==> config.mk <==
export PLATFORM = sky130hd
export DESIGN_NAME = reg_cmd_decoder
export DESIGN_NICKNAME = d
export VERILOG_FILES = /design/src/rtl/reg_cmd_pkg.sv /design/src/rtl/reg_cmd_decoder.sv
export SDC_FILE = /design/constraint.sdc
export NUM_CORES = 1
export LEC_CHECK = 0
export ABC_AREA = 1
export CORE_MARGIN = 5
export CORE_UTILIZATION = 47
export CTS_BUF_LIST = sky130_fd_sc_hd__clkbuf_8
export CTS_CLUSTER_SIZE = 14
export DETAILED_ROUTE_END_ITERATION = 6
export GPL_ROUTABILITY_DRIVEN = 0
export GPL_TIMING_DRIVEN = 0
export PLACE_DENSITY_LB_ADDON = 0.08
export SLEW_MARGIN = 20
export SYNTH_ARGS = -nofsm -noshare
export SYNTH_HDL_FRONTEND = slang
export SYNTH_SLANG_ARGS = --single-unit
==> constraint.sdc <==
create_clock -name clk -period 1.45 [get_ports clk]
set_input_delay 0.145 -clock clk [delete_from_list [all_inputs] [get_ports clk]]
set_output_delay 0.145 -clock clk [all_outputs]
set_load 0.01 [all_outputs]
==> src/rtl/reg_cmd_pkg.sv <==
// rtl/reg_cmd_pkg.sv - shared state type and protocol constants for reg_cmd_decoder
//
// Purpose: command opcodes, response bytes, read timeout and the decoder
// state enumeration, imported by reg_cmd_decoder.

package reg_cmd_pkg;

  typedef enum logic [3:0] {
    ST_IDLE,
    ST_ADDR,
    ST_DATA,
    ST_WSTROBE,
    ST_RSTROBE,
    ST_RWAIT,
    ST_TX_DATA,
    ST_TX_ACK,
    ST_TX_ERR
  } state_t;

  localparam logic [7:0] OP_WRITE   = 8'h57;
  localparam logic [7:0] OP_READ    = 8'h52;
  localparam logic [7:0] RSP_ACK    = 8'h4B;
  localparam logic [7:0] RSP_ERR    = 8'h3F;
  localparam int         RD_TIMEOUT = 4;

endpackage

==> src/rtl/reg_cmd_decoder.sv <==
// rtl/reg_cmd_decoder.sv - byte-stream write/read command decoder driving a register block
//
// Purpose: parses 'W' addr data[NB] and 'R' addr commands from an 8-bit rx
// stream, issues single-cycle write/read strobes and returns an ack, the read
// word (MSB byte first) or an error byte on an 8-bit tx stream.
//
// Ports:
//   clk, reset_n              clock, asynchronous active-low reset
//   i_rx_data/valid, o_rx_ready   command byte stream in
//   o_tx_data/valid, i_tx_ready   response byte stream out
//   o_w_en/addr/value         register write port
//   o_r_en/addr, i_r_value/valid  register read port
//   o_err                     one-cycle pulse when an error byte is queued

module reg_cmd_decoder
  import reg_cmd_pkg::*;
#(
  parameter int  WIDTH    = 16,
  parameter int  DEPTH    = 32,
  parameter int  DEPTH_RO = 32,
  localparam int NB       = WIDTH / 8,
  localparam int AW       = $clog2(DEPTH),
  localparam int RAW      = $clog2(DEPTH + DEPTH_RO)
) (
  input  logic             clk,
  input  logic             reset_n,
  input  logic [7:0]       i_rx_data,
  input  logic             i_rx_valid,
  output logic             o_rx_ready,
  output logic [7:0]       o_tx_data,
  output logic             o_tx_valid,
  input  logic             i_tx_ready,
  output logic             o_w_en,
  output logic [AW-1:0]    o_w_addr,
  output logic [WIDTH-1:0] o_w_value,
  output logic             o_r_en,
  output logic [RAW-1:0]   o_r_addr,
  input  logic [WIDTH-1:0] i_r_value,
  input  logic             i_r_valid,
  output logic             o_err
);

  // One counter serves the rx data bytes, the read timeout and the tx bytes;
  // those phases never overlap.
  localparam int CW = 4;

  state_t           state, state_n;
  logic             is_write;
  logic [7:0]       addr_q;
  logic [CW-1:0]    cnt;
  logic [WIDTH-1:0] shift;

  logic             rx_fire, tx_fire, cnt_last, rd_expired;
  logic             rd_addr_ok, wr_addr_ok;
  logic [WIDTH-1:0] shift_in;

  assign rx_fire    = i_rx_valid & o_rx_ready;
  assign tx_fire    = o_tx_valid & i_tx_ready;
  assign cnt_last   = (cnt == CW'(NB - 1));
  assign rd_expired = (cnt == CW'(RD_TIMEOUT - 1));
  assign shift_in   = (shift << 8) | WIDTH'(i_rx_data);

  // Range checks use the full address byte, so e.g. 0x25 is out of a 32-entry
  // write range even though its low bits would alias to entry 5.
  assign rd_addr_ok = ({24'd0, i_rx_data} < 32'(DEPTH + DEPTH_RO));
  assign wr_addr_ok = ({24'd0, addr_q} < 32'(DEPTH));

  // Gated by reset_n so the port reads 0 while reset is held.
  assign o_rx_ready = reset_n &
                      ((state == ST_IDLE) || (state == ST_ADDR) || (state == ST_DATA));

  always_comb begin
    state_n    = state;
    o_tx_valid = 1'b0;
    o_tx_data  = 8'h00;
    o_w_en     = 1'b0;
    o_r_en     = 1'b0;
    case (state)
      ST_IDLE: begin
        if (rx_fire) begin
          if ((i_rx_data == OP_WRITE) || (i_rx_data == OP_READ)) state_n = ST_ADDR;
          else                                                  state_n = ST_TX_ERR;
        end
      end
      ST_ADDR: begin
        if (rx_fire) begin
          if (is_write)        state_n = ST_DATA;
          else if (rd_addr_ok) state_n = ST_RSTROBE;
          else                 state_n = ST_TX_ERR;
        end
      end
      ST_DATA: begin
        if (rx_fire && cnt_last) state_n = wr_addr_ok ? ST_WSTROBE : ST_TX_ERR;
      end
      ST_WSTROBE: begin
        o_w_en  = 1'b1;
        state_n = ST_TX_ACK;
      end
      ST_RSTROBE: begin
        o_r_en  = 1'b1;
        state_n = ST_RWAIT;
      end
      ST_RWAIT: begin
        if (i_r_valid)       state_n = ST_TX_DATA;
        else if (rd_expired) state_n = ST_TX_ERR;
      end
      ST_TX_DATA: begin
        o_tx_valid = 1'b1;
        o_tx_data  = shift[WIDTH-1 -: 8];
        if (tx_fire && cnt_last) state_n = ST_IDLE;
      end
      ST_TX_ACK: begin
        o_tx_valid = 1'b1;
        o_tx_data  = RSP_ACK;
        if (tx_fire) state_n = ST_IDLE;
      end
      ST_TX_ERR: begin
        o_tx_valid = 1'b1;
        o_tx_data  = RSP_ERR;
        if (tx_fire) state_n = ST_IDLE;
      end
      default: state_n = ST_IDLE;
    endcase
  end

  always_ff @(posedge clk or negedge reset_n) begin
    if (!reset_n) begin
      state     <= ST_IDLE;
      is_write  <= 1'b0;
      addr_q    <= 8'h00;
      cnt       <= '0;
      shift     <= '0;
      o_w_addr  <= '0;
      o_w_value <= '0;
      o_r_addr  <= '0;
      o_err     <= 1'b0;
    end else begin
      state <= state_n;
      o_err <= (state_n == ST_TX_ERR) && (state != ST_TX_ERR);
      case (state)
        ST_IDLE: begin
          if (rx_fire) begin
            is_write <= (i_rx_data == OP_WRITE);
            cnt      <= '0;
          end
        end
        ST_ADDR: begin
          if (rx_fire) begin
            addr_q <= i_rx_data;
            cnt    <= '0;
            if (!is_write && rd_addr_ok) o_r_addr <= RAW'(i_rx_data);
          end
        end
        ST_DATA: begin
          if (rx_fire) begin
            shift <= shift_in;
            cnt   <= cnt + 1'b1;
            // Write port registers only change on a write that will strobe,
            // so they hold the last real write across other commands.
            if (cnt_last && wr_addr_ok) begin
              o_w_addr  <= AW'(addr_q);
              o_w_value <= shift_in;
            end
          end
        end
        ST_RSTROBE: cnt <= '0;
        ST_RWAIT: begin
          if (i_r_valid) begin
            shift <= i_r_value;
            cnt   <= '0;
          end else begin
            cnt <= cnt + 1'b1;
          end
        end
        ST_TX_DATA: begin
          if (tx_fire) begin
            shift <= shift << 8;
            cnt   <= cnt + 1'b1;
          end
        end
        default: ;
      endcase
    end
  end

endmodule

==> results of run 1 <==
[power breakdown]
part	total (W)	internal, W	switching [W]	leakage (nW)
clock	0.00153	0.000818	0.000710	0.0902
combinational	0.00292	0.00131	0.00161	1.60
sequential	0.00248	0.00216	0.000320	0.806
[stage by stage]
| stage | TNS [ps] | cells | area [µm²] | hold slack (ps) |
|---|---|---|---|---|
| after floorplan | -68.1 | 380 | 3160 | -151 |
| after global placement | -279320 | 525 | 3940 | 466 |
| after detailed placement | -23850 | 526 | 3970 | 13.9 |
| after CTS | -11810 | 571 | 4680 | -359 |
| after global routing | -23000 | 578 | 5040 | -347 |
| final | -19180 | 578 | 5040 | -369 |
[sequential cells by signal, indices dropped and copies added, names as in the netlist]
name and count:
o_w_value 16, shift 16, addr_q 8, o_r_addr 6, o_w_addr 5, cnt 4
state 4, is_write 1, o_err 1
[cell families (layout without fill, tap and decap cells)]
logic type | count (synthesis) | count (layout) | synth area share [%]
AOI/OAI and AO/OA | 89 | 89 | 17.7
adders and majority gates | 2 | 2 | 0.798
and+or+nand+nor | 159 | 160 | 22.9
DFF | 61 | 61 | 48.7
xor gates and xnor gates | 2 | 2 | 0.559
buffers and inverters | 67 | 187 | 9.38
[final timing paths]
| kind | startpoint | to | slack, ps | cells past startpoint |
|---|---|---|---|---|
| worst max-delay path | state[0] | o_err | -350 | 10 |
| worst min-delay path | reset_n | o_w_addr[0] | -370 | 1 |
| worst max register to register | state[0] | o_err | -350 | 10 |
| worst min register to register | o_w_value[15] | o_w_value[15] | 490 | 2 |
| max in group asynchronous | reset_n | state[3] | 1270 | 2 |
| min in group clk | i_rx_data[5] | addr_q[5] | 490 | 3 |
[cell usage in the layout (no fill, tap or decap), types with 8 or more instances in the layout]
cell type,Yosys,final
buf_6,4,12
clkbuf_8,0,11
buf_4,0,19
o21ai_0,35,17
nor2_2,3,9
o21ai_2,23,38
nand2_1,94,51
nor2_4,4,8
buf_8,0,8
nor2_1,27,17
clkdlybuf4s50_1,0,48
dfrtp_1,61,57
inv_1,47,46
nand2_2,9,30
o21ai_1,21,24
buf_2,6,11
nand3_1,11,8
nand2_4,0,21
[area by class of cell]
| class | instances | share of cell area (%) |
|---|---|---|
| Multi-Input combinational cell | 253 | 34.4 |
| Sequential cell | 61 | 30.4 |
| Timing Repair Buffer | 106 | 22.1 |
| Inverter | 55 | 4.29 |
| Buffer | 12 | 3.10 |
| Clock buffer | 10 | 2.73 |
| Tap cell | 77 | 1.91 |
| Clock inverter | 4 | 0.993 |
[repair_timing]
item	CTS	global route
setup buffers	26	4
gates cloned	5	4
gates resized for setup	143	83
endpoints found under the setup margin	71	74
hold endpoints to repair	61	54
pin swaps	13	9
[layer usage]
metal	wire, µm	vias to the layer above	GRT usage (%)
li1	-	1458	-
met2	5590	151	39.4
met3	641	43	3.68
met5	0	-	0
met4	426	0	11.2
met1	4340	1568	29.0
==> flow_summary_export.csv, run 1 <==
group,metric,value,unit
outcome,outcome,"finished with violations",
outcome,violations,"negative hold slack, negative setup slack",
die,die_w,91.7,µm
sta,slew_headroom,71.2,%
die,dieArea,8400,µm²
detailed_routing,wire_per_inst,19.0,µm
sta,finalSetupViolCount,73,
sta,period_share,124,%
detailed_routing,drt_wl_total,11.0,mm
sta,hold_ws,-369,ps
critical_path,arrival,2080,ps
detailed_routing,drc_errors,0,
critical_path,path_cells,"buf_6 -> nand2_8 -> nand2_4 -> nor2_4 -> buf_6 -> buf_12 -> nand4_1 -> a21boi_1 -> nor2_1 -> nor2_1",
synthesis,synthCells,380,
power,powerDensity,1370,nW/µm²
grt,antenna_found_initial,0,
grt,grt_pass1_vias,3142,
synthesis,synth_edf_count,0,
critical_path,cp-start-kind,"flop",
final_layout,fillers,410,
sta,finClkSkew,13.3,ps
synthesis,postSynth.asyncResetShare,100,%
placed_design,hpwl,6.00,mm
synthesis,ys_warn_count,0,
sta,fmax,557,MHz
detailed_routing,firstDrtPassIters,5,
final_layout,utilization,78.5,%
detailed_routing,vias,3220,
worst_hold_path,hold_path.class,"in -> async",
power,p_total,0.00693,W
sta,rsz0062_at_grt,"true",
sta,setup_slack,-346,ps
critical_path,cp_data_required_time,1730,ps
grt,grt_max_degree,51,
cts,htreeDepth,3,
critical_path,cpPeakStageDelay,470,ps
cts,clock_latency,360,ps
critical_path,end_kind,"flop",
critical_path,slowest_stage,"dfrtp_2",
critical_path,path_max_fanout,6,
detailed_routing,via_per_inst,5.57,
final_layout,regArea,1530,µm²
cts,cts_buffers,9,
synthesis,synth_common_cells,"nand2_1, dfrtp_1, inv_1",
sta,min_period,1800,ps
die,rows,29,
grt,grt.overflow.total,0,
final_layout,area_growth_syn_to_layout,60.7,%
synthesis,ys_ff_latch,61,
power,p_leak,2.49,nW
grt,grt_pass1_wl,15.4,mm
placed_design,pre_cts_ws,-510,ps
cts,clkTransAtPathRegs,80,ps
synthesis,netlist_area,3140,µm²
cts,clockBufferDepth,2,
synthesis,synth_most_common_cell,"nand2_1",
sta,worst_pin_slew,431,ps
sta,slew_violations,0,
final_layout,multiInputGateArea,1740,µm²
die,die_h,91.7,µm
synthesis,yosysTopAreaCell,"dfrtp_1",
power,ir_drop,968,µV
grt,grt_usage,23.3,%
final_layout,nNetsFinal,529,
critical_path,cpLargestDelayFamily,"simple AND/OR/NAND/NOR gates",
synthesis,synth_nets,411,
cts,root_buffer,"clkbuf_8",
final_layout,num_antenna_cells,0,
cts,cts_sinks,61,
cts,cts_tree,"yes",
die,core-area,6420,µm²
detailed_routing,postRouteAntennaNets,0,
die,ioPinCount,69,
critical_path,cp.buffers_inverters,3,
synthesis,ys_types,29,
sta,hold_viol,61,
synthesis,syn_area_per_cell,8.25,µm²
placed_design,numPortBuffers,68,
synthesis,seq_area_frac_synth,48.7,%
detailed_routing,drt_iter0_drc,206,
die,start_util,48.8,%
run,max-cap-violations,0,
synthesis,ys.flop_type,"dfrtp_1",
critical_path,crit_type,"reg -> reg",
synthesis,synth_area_leaders,"dfrtp_1, nand2_1, o21ai_2",
final_layout,drive_gt1_share,41.9,%
synthesis,yosysTopAreaCellShare,48.7,%
Power figures use the tool's default switching activity.
==> run 2, diff against run 1 <==
--- a/config.mk
+++ b/config.mk
@@ -7,7 +7,7 @@
 export LEC_CHECK = 0
 export ABC_AREA = 1
 export CORE_MARGIN = 5
-export CORE_UTILIZATION = 47
+export CORE_UTILIZATION = 45
 export CTS_BUF_LIST = sky130_fd_sc_hd__clkbuf_8
 export CTS_CLUSTER_SIZE = 14
 export DETAILED_ROUTE_END_ITERATION = 6
==> run 2 against run 1 <==
  * The flow still finishes with violations (negative hold slack, negative setup slack)
  * Utilization fell by 3.1 points
  * Sequential cell count unchanged
  * Design area increased by 1.6%
  * Final cell count grew 5.9%
  * Register-to-register slack barely moved
  * Critical path depth decreased by 1
  * Largest cell class unchanged
  * Highest routed layer unchanged
==> flow_summary_export.csv, run 2 (synthesis gave the netlist of run 1 again) <==
group,metric,value,unit
cts,root_buffer,"clkbuf_8",
sta,fmax,561,MHz
sta,finalSetupViolCount,72,
cts,clockBufferDepth,2,
cts,cts_buffers,9,
sta,hold_ws,-220,ps
placed_design,hpwl,5.88,mm
grt,grt_max_degree,50,
final_layout,regArea,1530,µm²
final_layout,fillers,451,
detailed_routing,vias,3319,
grt,grt.overflow.total,0,
placed_design,pre_cts_ws,-471,ps
grt,grt_usage,22.8,%
detailed_routing,via_per_inst,5.42,
detailed_routing,postRouteAntennaNets,0,
outcome,violations,"negative hold slack, negative setup slack",
power,powerDensity,1310,nW/µm²
final_layout,multiInputGateArea,1710,µm²
detailed_routing,drt_wl_total,10.7,mm
sta,hold_viol,47,
worst_hold_path,hold_path.class,"in -> async",
cts,cts_sinks,61,
critical_path,cp_data_required_time,1720,ps
die,start_util,46.2,%
sta,slew_headroom,57.5,%
die,die_h,93.5,µm
sta,slew_violations,0,
detailed_routing,drc_errors,0,
final_layout,drive_gt1_share,40.5,%
critical_path,cp_common_cell,"buf_6",
grt,grt_pass1_wl,15.4,mm
critical_path,cpPeakStageDelay,440,ps
critical_path,arrival,2060,ps
critical_path,path_max_fanout,5,
die,rows,30,
critical_path,end_kind,"flop",
sta,setup_slack,-331,ps
cts,cts_tree,"yes",
critical_path,slowest_stage,"dfrtp_2",
grt,grt_pass1_vias,3109,
final_layout,nNetsFinal,543,
power,ir_drop,703,µV
die,die_w,93.5,µm
final_layout,reg.largest.list,"o_w_value x16, shift x16, addr_q x8",
critical_path,reg2reg_depth,9,
outcome,outcome,"finished with violations",
run,max-cap-violations,0,
critical_path,cp-start-kind,"flop",
final_layout,final_cell_mix,"nand2_1, dfrtp_1, clkdlybuf4s50_1, inv_1, o21ai_2",
critical_path,path_cells,"buf_6 -> nand2_8 -> nand2_4 -> nor2_4 -> buf_6 -> nand4_1 -> a21boi_2 -> nor2_2 -> nor2_1",
final_layout,num_antenna_cells,0,
detailed_routing,firstDrtPassIters,7,
cts,htreeDepth,3,
detailed_routing,wire_per_inst,17.5,µm
sta,min_period,1780,ps
sta,rsz0062_at_grt,"true",
die,core-area,6790,µm²
detailed_routing,drt_iter0_drc,198,
sta,worst_pin_slew,635,ps
final_layout,area_growth_syn_to_layout,63.4,%
grt,antenna_found_initial,0,
die,ioPinCount,69,
sta,setup_tns,-18760,ps
critical_path,crit_type,"reg -> reg",
placed_design,numPortBuffers,68,
die,dieArea,8740,µm²
power,p_leak,2.54,nW
cts,clkTransAtPathRegs,70,ps
cts,clock_latency,340,ps
sta,finClkSkew,9.72,ps
final_layout,final_common_cell,"nand2_1",
sta,period_share,123,%
==> run 2: changes by cell type in the layout (fill, tap and decap cells not counted), moves of 4 or more <==
| cell | previous run | this run |
|---|---|---|
| buf_4 | 19 | 31 |
| buf_6 | 12 | 23 |
| inv_4 | 2 | 6 |
| nand2_1 | 51 | 63 |
| nand2_2 | 30 | 25 |
| nand2_4 | 21 | 13 |
| nor2_2 | 9 | 4 |
| nor2_4 | 8 | 14 |
| o21ai_0 | 17 | 24 |
| o21ai_1 | 24 | 20 |
| o21ai_2 | 38 | 33 |
==> run 2: repair_timing <==
action                                  4_1_cts  5_1_grt
pin swaps                                    11       25
endpoints found under the setup margin       71       77
cloned                                        6        1
endpoints found under the hold margin        61       14
setup buffers                                30       14
resized for setup                           136       83
==> run 2: final cells by class <==
class	count	area share (%)
Clock inverter	6	0.513
Tap cell	96	2.34
Inverter	55	4.47
Sequential cell	61	29.9
Clock buffer	9	2.42
Timing Repair Buffer	121	23.8
Buffer	12	3.10
Multi-Input combinational cell	252	33.5
==> run 2: worst max-delay path, delay by kind of cell (launching register included) <==
kind / cells / cell delay (ps)
flip-flops: 1 / 440
AO/OA/AOI/OAI: 1 / 240
AND/OR/NAND/NOR: 6 / 750
buffers and inverters: 2 / 270
==> run 2: worst paths after layout <==
check                      slack [ps]           to        start
setup reg to reg                 -330        o_err     state[0]
setup / recovery                 -330        o_err     state[0]
max in group asynchronous         610     state[3]      reset_n
hold reg to reg                   480  o_r_addr[0]  o_r_addr[0]
hold / removal                   -220    addr_q[6]      reset_n
min in group clk                  480  o_r_addr[0]  o_r_addr[0]
==> run 2: metal layers <==
metal	part of all wire (%)	track usage (%)	vias up
li1	-	-	1484
met1	41	30.4	1585
met2	47	36.5	185
met3	7.2	3.78	65
met4	5.2	10.0	0
met5	0	0	-
==> run 2: where the power goes <==
group          leakage (nW)  internal (W)  switching, W
sequential            0.808       0.00216      0.000258
clock                0.0924      0.000583      0.000676
combinational          1.64       0.00139       0.00166
==> run 2: stage by stage <==
stage / std cells / utilization (%) / power, W / instance area (µm²)
floorplan: 380 / - / 0.00365 / 3160
global placement: 544 / 58.4 / 0.00451 / 3970
detailed placement: 545 / 58.7 / 0.00456 / 3990
CTS: 596 / 69.2 / 0.00619 / 4700
global route: 612 / 75.4 / 0.00707 / 5120
finish: 612 / 75.4 / 0.00673 / 5120
